--- config.mk ---
export PLATFORM = sky130hd
export DESIGN_NAME = uart
export DESIGN_NICKNAME = d
export VERILOG_FILES = /design/src/rtl/uart_pkg.sv /design/src/rtl/uart_prescaler.sv /design/src/rtl/uart_rx.sv /design/src/rtl/uart_tx.sv /design/src/rtl/uart.sv
export SDC_FILE = /design/constraint.sdc
export NUM_CORES = 1
export LEC_CHECK = 0
export CAP_MARGIN = 20
export CORE_ASPECT_RATIO = 1.2
export CORE_MARGIN = 3
export CORE_UTILIZATION = 34
export CTS_CLUSTER_DIAMETER = 150
export CTS_CLUSTER_SIZE = 14
export DETAILED_ROUTE_END_ITERATION = 10
export PLACE_DENSITY = 0.52
export SYNTH_ARGS = -nofsm -noshare
export SYNTH_HDL_FRONTEND = slang
export SYNTH_SLANG_ARGS = --single-unit
export TNS_END_PERCENT = 50
--- constraint.sdc ---
create_clock -name sysclk -period 2.2 [get_ports sysclk]
set_input_delay 0.44 -clock sysclk [delete_from_list [all_inputs] [get_ports sysclk]]
set_output_delay 0.44 -clock sysclk [all_outputs]
set_load 0.01 [all_outputs]
--- src/rtl/uart_pkg.sv ---
// Shared UART definitions: FSM state encoding and oversampling rate.
package uart_pkg;
    typedef enum logic [1:0] {IDLE, START, DATA, STOP} state_e;
    localparam int TICKS_PER_BIT = 16;
endpackage

--- src/rtl/uart_prescaler.sv ---
// Free-running prescaler: one-cycle tick enable every 2^br sysclk cycles.
module uart_prescaler #(
    parameter logic [2:0] br = 3'b000
) (
    input  logic clk_i,
    input  logic rst_ni,
    output logic tick_o
);
    localparam logic [6:0] MASK = 7'((8'd1 << br) - 8'd1);

    logic [6:0] cnt_q;

    always_ff @(posedge clk_i or negedge rst_ni) begin
        if (!rst_ni) cnt_q <= '0;
        else         cnt_q <= cnt_q + 7'd1;
    end

    // br=0 gives an all-zero mask, so the tick is asserted every cycle.
    assign tick_o = (cnt_q & MASK) == MASK;
endmodule

--- src/rtl/uart_rx.sv ---
// UART receiver: synchronized input, mid-bit sampling, framing-error rejection.
module uart_rx import uart_pkg::*; #(
    parameter int data_bits = 8,
    parameter int received_bit_counter_bits = 3,
    parameter int bit_cell_counter_bits = 4
) (
    input  logic                 clk_i,
    input  logic                 rst_ni,
    input  logic                 tick_i,
    input  logic                 rxd_i,
    output logic [data_bits-1:0] rdr_o,
    output logic                 ready_o
);
    localparam int RW = received_bit_counter_bits;
    localparam int CW = bit_cell_counter_bits;
    localparam logic [CW-1:0] CELL_MID  = CW'(TICKS_PER_BIT / 2 - 1);
    localparam logic [CW-1:0] CELL_LAST = CW'(TICKS_PER_BIT - 1);
    localparam logic [RW-1:0] LAST_IDX  = RW'(data_bits - 1);

    state_e               state_q, state_d;
    logic                 sync1_q, rxs_q;
    logic [CW-1:0]        cell_q;
    logic [RW-1:0]        bit_q;
    logic [data_bits-1:0] shreg_q, rdr_q;
    logic                 ready_q, ferr_q;
    logic                 at_mid, at_last;

    assign at_mid  = tick_i && (cell_q == CELL_MID);
    // After the start bit's midpoint the counter restarts, so a full cell lands mid-bit.
    assign at_last = tick_i && (cell_q == CELL_LAST);

    always_ff @(posedge clk_i or negedge rst_ni) begin
        if (!rst_ni) begin
            sync1_q <= 1'b1;
            rxs_q   <= 1'b1;
            state_q <= IDLE;
        end else begin
            sync1_q <= rxd_i;
            rxs_q   <= sync1_q;
            state_q <= state_d;
        end
    end

    always_comb begin
        state_d = state_q;
        case (state_q)
            IDLE:  if (!rxs_q) state_d = START;
            START: if (at_mid) state_d = rxs_q ? IDLE : DATA;
            DATA:  if (at_last && bit_q == LAST_IDX) state_d = STOP;
            STOP: begin
                if (ferr_q) begin
                    if (rxs_q) state_d = IDLE;
                end else if (at_last && rxs_q) begin
                    state_d = IDLE;
                end
            end
            default: state_d = IDLE;
        endcase
    end

    always_ff @(posedge clk_i or negedge rst_ni) begin
        if (!rst_ni) begin
            cell_q  <= '0;
            bit_q   <= '0;
            shreg_q <= '0;
            rdr_q   <= '0;
            ready_q <= 1'b0;
            ferr_q  <= 1'b0;
        end else begin
            ready_q <= 1'b0;
            case (state_q)
                IDLE: begin
                    cell_q <= '0;
                    bit_q  <= '0;
                    ferr_q <= 1'b0;
                end
                START: if (tick_i) cell_q <= at_mid ? '0 : cell_q + 1'b1;
                DATA: if (tick_i) begin
                    cell_q <= at_last ? '0 : cell_q + 1'b1;
                    if (at_last) begin
                        shreg_q <= {rxs_q, shreg_q[data_bits-1:1]};
                        bit_q   <= bit_q + 1'b1;
                    end
                end
                STOP: if (!ferr_q && tick_i) begin
                    cell_q <= at_last ? '0 : cell_q + 1'b1;
                    if (at_last) begin
                        if (rxs_q) begin
                            rdr_q   <= shreg_q;
                            ready_q <= 1'b1;
                        end else begin
                            ferr_q  <= 1'b1;
                        end
                    end
                end
                default: cell_q <= '0;
            endcase
        end
    end

    assign rdr_o   = rdr_q;
    assign ready_o = ready_q;
endmodule

--- src/rtl/uart_tx.sv ---
// UART transmitter: start, LSB-first data, stop; 16 ticks per bit.
module uart_tx import uart_pkg::*; #(
    parameter int data_bits = 8,
    parameter int transmitted_bit_counter_bits = 4,
    parameter int bit_cell_counter_bits = 4
) (
    input  logic                 clk_i,
    input  logic                 rst_ni,
    input  logic                 tick_i,
    input  logic [data_bits-1:0] data_i,
    input  logic                 start_i,
    output logic                 txd_o,
    output logic                 done_o
);
    localparam int BW = transmitted_bit_counter_bits;
    localparam int CW = bit_cell_counter_bits;
    localparam logic [CW-1:0] CELL_LAST = CW'(TICKS_PER_BIT - 1);
    localparam logic [BW-1:0] LAST_DATA = BW'(data_bits);

    state_e               state_q, state_d;
    logic [CW-1:0]        cell_q;
    logic [BW-1:0]        bit_q;
    logic [data_bits-1:0] shreg_q;
    logic                 done_q;
    logic                 bit_end, load;

    assign bit_end = tick_i && (cell_q == CELL_LAST);
    // A request still high at the end of STOP chains straight into the next START.
    assign load    = start_i && (state_q == IDLE || (state_q == STOP && bit_end));

    always_ff @(posedge clk_i or negedge rst_ni) begin
        if (!rst_ni) state_q <= IDLE;
        else         state_q <= state_d;
    end

    always_comb begin
        state_d = state_q;
        case (state_q)
            IDLE:  if (start_i) state_d = START;
            START: if (bit_end) state_d = DATA;
            DATA:  if (bit_end && bit_q == LAST_DATA) state_d = STOP;
            STOP:  if (bit_end) state_d = start_i ? START : IDLE;
            default: state_d = IDLE;
        endcase
    end

    always_ff @(posedge clk_i or negedge rst_ni) begin
        if (!rst_ni) begin
            cell_q  <= '0;
            bit_q   <= '0;
            shreg_q <= '0;
            done_q  <= 1'b0;
        end else begin
            done_q <= 1'b0;
            if (load) begin
                shreg_q <= data_i;
                cell_q  <= '0;
                bit_q   <= '0;
                if (state_q == STOP) done_q <= 1'b1;
            end else if (state_q != IDLE && tick_i) begin
                cell_q <= bit_end ? '0 : cell_q + 1'b1;
                if (bit_end) begin
                    bit_q <= bit_q + 1'b1;
                    if (state_q == DATA) shreg_q <= shreg_q >> 1;
                    if (state_q == STOP) done_q  <= 1'b1;
                end
            end
        end
    end

    always_comb begin
        txd_o = 1'b1;
        case (state_q)
            START:   txd_o = 1'b0;
            DATA:    txd_o = shreg_q[0];
            default: txd_o = 1'b1;
        endcase
    end

    assign done_o = done_q;
endmodule

--- src/rtl/uart.sv ---
// UART top: shared prescaler driving independent transmitter and receiver.
module uart #(
    parameter int         data_bits = 8,
    parameter int         transmitted_bit_counter_bits = 4,
    parameter int         received_bit_counter_bits = 3,
    parameter int         bit_cell_counter_bits = 4,
    parameter logic [2:0] br = 3'b000
) (
    input  logic                 sysclk,
    input  logic                 rst_n,
    input  logic [data_bits-1:0] DBUS,
    input  logic                 txd_startH,
    output logic                 txd,
    output logic                 txd_doneH,
    input  logic                 rxd,
    output logic [data_bits-1:0] RDR,
    output logic                 rxd_readyH
);
    logic tick;

    uart_prescaler #(.br(br)) u_presc (
        .clk_i(sysclk), .rst_ni(rst_n), .tick_o(tick)
    );

    uart_tx #(
        .data_bits(data_bits),
        .transmitted_bit_counter_bits(transmitted_bit_counter_bits),
        .bit_cell_counter_bits(bit_cell_counter_bits)
    ) u_tx (
        .clk_i(sysclk), .rst_ni(rst_n), .tick_i(tick), .data_i(DBUS),
        .start_i(txd_startH), .txd_o(txd), .done_o(txd_doneH)
    );

    uart_rx #(
        .data_bits(data_bits),
        .received_bit_counter_bits(received_bit_counter_bits),
        .bit_cell_counter_bits(bit_cell_counter_bits)
    ) u_rx (
        .clk_i(sysclk), .rst_ni(rst_n), .tick_i(tick), .rxd_i(rxd),
        .rdr_o(RDR), .ready_o(rxd_readyH)
    );
endmodule

# ---- Yosys cells after proc, flatten, opt, wreduce, memory -nomap -nowiden
# Cells that the tools add are included.
dict set report classes {
  bitwise_logic 1
  addsub 4
  n_reduce_logical 21
  n_eq_ne 22
  mux 43
}
# operator count
set ops {}
lappend ops {{4-bit 2-to-1 mux} 9}
lappend ops {{8-bit 2-to-1 mux} 4}
lappend ops {{2-bit 2-to-1 mux} 11}
lappend ops {{2-bit case mux with 4 select lines} 2}
lappend ops {{4-bit case mux with 4 select lines} 1}
lappend ops {{4-bit by 1-bit adder with 4-bit output, second input constant} 3}
lappend ops {{4-bit == test, second input constant} 3}
lappend ops {{1-bit 2-to-1 mux} 12}
lappend ops {{2-bit by 1-bit inequality test with 1-bit output, second input constant} 6}
lappend ops {{2-bit nonzero test} 6}
lappend ops {{2-bit == test, second input constant} 4}
lappend ops {{4-bit AND reduction} 2}
lappend ops {{2-bit inequality test, second input constant} 3}
lappend ops {{3-bit case mux with 2 select lines} 1}
lappend ops {{2-bit AND reduction} 3}
lappend ops {{1-bit logical AND} 5}
lappend ops {{5-bit AND reduction} 1}
lappend ops {{2-bit by 1-bit == test with 1-bit output, second input constant} 2}
lappend ops {{4-bit by 3-bit == test with 1-bit output, second input constant} 1}
lappend ops {{2-bit zero test} 2}
lappend ops {{1-bit case mux with 2 select lines} 2}
lappend ops {{3-bit by 1-bit adder with 3-bit output, second input constant} 1}
lappend ops {{3-bit == test, second input constant} 1}
lappend ops {{3-bit 2-to-1 mux} 1}
lappend ops {{5 further kinds} 5}
dict set report word_totals {
  output_inout_bits 11
  inputBits 12
  reg_bits 48
}

# ---- Depth between registers and ports, before layout
dict set report depth {
  word_depth 6
  mapped_depth 8
}

# ---- Cells and area by module
# Synthesis repeated with hierarchy kept, for this count alone.
dict set report hier_totals {
  hier_cells 233
  area_unflattened_um2 2507.4
}
# module seq_area_each_um2 area_per_inst_um2 instances cells_per_inst
set by_module_without_submodules {}
lappend by_module_without_submodules {uart_rx 728.2 1370.1 1 114}
lappend by_module_without_submodules {uart_tx 475.5 1126.1 1 117}
lappend by_module_without_submodules {uart_prescaler 0.0 11.3 1 2}

# ---- Least setup slack after synthesis
# OpenSTA, ideal clock, no wires.
dict set report synth_timing {
  path_type {register -> register}
  startpoint {register u_rx.state_q[0]}
  endpoint {register u_rx.rdr_q[0] (netlist: u_rx.rdr_o[0])}
  required_ps 2075
  setup_time_ps 125
  path_stages_with_launch 6
  setup_slack_ps 487
  synth_period_minus_slack_ps 1713
  t_arrival_ps 1588
  cell_sequence {dfrtp_1 > ha_1 > clkbuf_1 > nor4bb_4 > buf_6 > mux2_2}
}
dict set report synth_via {
  elab_chain_cells 2
}
# item line_no
set synth_lines {}
lappend synth_lines {{from (decl)} uart_rx.sv:20} ;# state_e state_q, state_d;
lappend synth_lines {{from (signal assigned)} uart_rx.sv:40} ;# state_q <= state_d;
lappend synth_lines {{2-bit == test} uart_rx.sv:71} ;# case (state_q)
lappend synth_lines {{4-bit AND reduction (no line)} --}
lappend synth_lines {{to (signal assigned)} uart_rx.sv:89} ;# rdr_q <= shreg_q;
lappend synth_lines {{to (decl)} uart_rx.sv:24} ;# logic [data_bits-1:0] shreg_q, rdr_q;
# Every way passes these cells.
# A chain may end at the register's enable or synchronous reset.

# ---- Worst setup path in the final report
dict set report layout_timing {
  startpoint {register u_tx.state_q[0]}
  endpoint {output txd}
}
dict set report layout_via {
  elab_chain_cells 2
  word_cells_on_any_way 3
}
# item line_no
set layout_lines {}
lappend layout_lines {{from (decl)} uart_tx.sv:20} ;# state_e state_q, state_d;
lappend layout_lines {{from (signal assigned)} uart_tx.sv:33} ;# else state_q <= state_d;
lappend layout_lines {{2-bit == test / 2-bit by 1-bit == test with 1-bit output (equally long branches)} uart_tx.sv:73} ;# case (state_q)
lappend layout_lines {{1-bit case mux with 2 select lines *} uart_tx.sv:73}
lappend layout_lines {{to (decl)} uart.sv:13} ;# output logic txd,
# Every way passes the cells marked *; elsewhere a longest branch is shown, timed or not.

==> flow_summary_export.csv <==
group,metric,value,unit
floorplanning,chipWidth,82.43,µm
floorplanning,initial_utilization,0.3608,
cells_and_area,antennaDiodeCount,0,
status,outcome,"complete, no violations",
clocking,cts_made_buffers,5,
sta,tns,0,ns
yosys,ys_seq_area_frac,0.5050,
pwr,vdd_ir_drop_max,0.2687,mV
yosys,async_reset_ff_frac,1.000,
yosys,synthCells,214,
cells_and_area,fin_util,0.4282,
setup_path,path_delay_family,"flip-flops",
sta,tightest_slew,0.4390,ns
cells_and_area,multi_input_area,1092,µm²
setup_path,crit_path_cell_trace,"inv_2 -> ha_2 -> mux2i_1 -> dlygate4sd2_1",
yosys,yosys_warnings,0,
sta,slew_viol_final,0,
yosys,synth_area_leaders,"dfrtp_1, mux2_2, ha_1",
clocking,clockRootBuffer,"clkbuf_8",
yosys,postSynthAreaPerCell,11.14,µm²
yosys,synth_edf_count,0,
setup_path,rr_worst_depth,5,
drt,ant_nets,0,
cells_and_area,final_common_cell,"dfrtp_1",
clocking,post_cts.repair.setup_buffers,0,
sta,rsz0062_at_grt,"false",
drt,vias_per_cell,4.855,
setup_path,cp-start-kind,"flip-flop",
clocking,cts.clk_slew.worst_paths,0.09,ns
setup_path,r2r_setup_slack,0.36,ns
place,place.gp.congestion,0.7442,
global_route,antenna_found_initial,0,
yosys,syn_area,2384,µm²
sta,hold_ws,0.1160,ns
clocking,cts-hold-fix-buffers,0,
setup_path,reg2reg_from,"u_rx.cell_q[0]$_DFFE_PN0P_",
place,place_hpwl,2781,µm
cells_and_area,regArea,1204,µm²
global_route,grt_pass1_wl,7251,µm
clocking,cts_sinks,48,
clocking,worstSkewPairLatency,0.30,ns
drt,drt_first_pass_iters,4,
setup_path,r2r_end,"u_rx.rdr_o[0]$_DFFE_PN0P_",
yosys,synth_top_cell_by_area,"dfrtp_1",
setup_path,slowest_delay,0.43,ns
sta,finalCritPeriodShare,0.8812,
setup_path,cp_slowest_cell,"dfrtp_1",
global_route,gr-total-overflow,0,
drt,wl_per_cell,12.41,µm
sta,finClkSkew,0.008136,ns
setup_path,end_kind,"primary output",
setup_path,crit_fanout,5,
global_route,grt_pass1_vias,1587,
hold_path,hp-class,"input port to async pin",
drt,finalWirelength,4033,µm
floorplanning,ios,23,
flow_run,maxCapViolations,0,
yosys,syn_nets,241,
yosys,ys.flop_type,"dfrtp_1",
drt,drc,0,
setup_path,critPathArrivalTime,1.50,ns
yosys,synth_top_area_share,0.4829,
pwr,leakagePower,1.338,nW
place,port_buffers,22,
cells_and_area,drive_gt1_frac,0.1583,
setup_path,required,1.76,ns
global_route,gr-usage-all-layers,0.1133,
clocking,cts_tree,"yes",
cells_and_area,mostFrequentLayoutCells,"dfrtp_1, clkdlybuf4s50_1, mux2_2",
sta,timing.fmax,515.8,MHz
setup_path,cp.buffers_inverters,2,
yosys,synth.ff_latch_count,48,
floorplanning,row_count,32,
cells_and_area,fillers,658,
clocking,clk_path_buf_depth,2,
drt,drtIter0Drc,90,
sta,setup_viol,0,
cells_and_area,nNetsFinal,266,
yosys,ys_types,34,
global_route,grt_max_degree,49,
pwr,p_per_area,729.8,nW/µm²
drt,vias,1578,
sta,hold_violations,0,
floorplanning,coreArea,6606,µm²
sta,period_needed,1.939,ns
floorplanning,design.die.area,8055,µm²
floorplanning,die_y,97.72,µm
setup_path,path_class,"flip-flop to primary output",
cells_and_area,area_growth,18.69,%
clocking,htree_num_levels,2,
sta,timing.slew.headroom,0.7064,
clocking,ctsResizeCount,3,
-- state kept, by name (all words and copies together) (netlist names), 2 cells and up, named ones only --
name,flops
u_rx.rdr_o,8
u_rx.shreg_q,8
u_tx.shreg_q,8
u_rx.cell_q,4
u_tx.bit_q,4
u_tx.cell_q,4
u_rx.bit_q,3
u_tx.state_q,2
-- metal layers --
layer	wire, µm	part of all wire	global-route usage
met3	191	0.047	0.03340
met4	61	0.015	0.03836
met5	0	0	0
met1	1890	0.47	0.1540
met2	1890	0.47	0.1704
-- cell type report --
type / count / area share
clock inverters: 2 / 0.02123
repair buffers: 25 / 0.08801
well taps: 85 / 0.03759
clock buffers: 6 / 0.02565
inverters: 12 / 0.01592
multi-input cells: 147 / 0.3861
flip-flops and latches: 48 / 0.4255
-- synth_stat cells (all sizes together), types with 2 or more instances --
library cell and number:
o31ai 2, nor2 15, xor2 4, mux2 17, buf 5, a21o 2
a21oi 14, ha 15, nor3 7, nand4 2, nand2b 3, a31oi 3
mux2i 14, nand3 9, inv 12, dfrtp 46, dfstp 2, nand2 17
clkbuf 2, and2 2, o21ai 11
-- power by group --
group	internal, mW	switching [mW]
Combinational	0.153	0.212
Clock	0.454	0.291
Sequential	0.918	0.0368
-- how the worst max path moves through the flow --
stage / endpoint / startpoint / cells after the start / slack (ns)
finish: txd / u_tx.state_q[0]$_DFFE_PN0P_ / 4 / 0.26
global route: txd / u_tx.state_q[0]$_DFFE_PN0P_ / 4 / 0.14
floorplan: u_rx.rdr_o[0]$_DFFE_PN0P_ / u_rx.state_q[0]$_DFFE_PN0P_ / 5 / 0.49
global placement: txd / u_tx.state_q[0]$_DFFE_PN0P_ / 4 / 0.25
CTS: txd / u_tx.state_q[0]$_DFFE_PN0P_ / 4 / 0.23
detailed placement: txd / u_tx.state_q[0]$_DFFE_PN0P_ / 4 / 0.24
-- through the flow --
| stage | total power [mW] | worst slack [ns] | std cells | area (µm²) |
|---|---|---|---|---|
| 2_1_floorplan | 1.229 | 0.4873 | 214 | 2384 |
| 3_3_place_gp | 1.337 | 0.2515 | 317 | 2695 |
| 3_5_place_dp | 1.342 | 0.2376 | 317 | 2695 |
| 4_1_cts | 2.101 | 0.2308 | 325 | 2829 |
| 5_1_grt | 2.194 | 0.1448 | 325 | 2829 |
| 6_report | 2.065 | 0.2613 | 325 | 2829 |
-- logic make-up after synthesis --
group,synth area share
AND/OR/NAND/NOR,0.1318
flip-flops,0.5050
AO/OA/AOI/OAI,0.09291
multiplexers,0.1391
buffers and inverters,0.03779
adder cells (fa/ha/maj),0.07874
XOR/XNOR,0.01470
No activity file was read; power rests on OpenSTA's default activity.
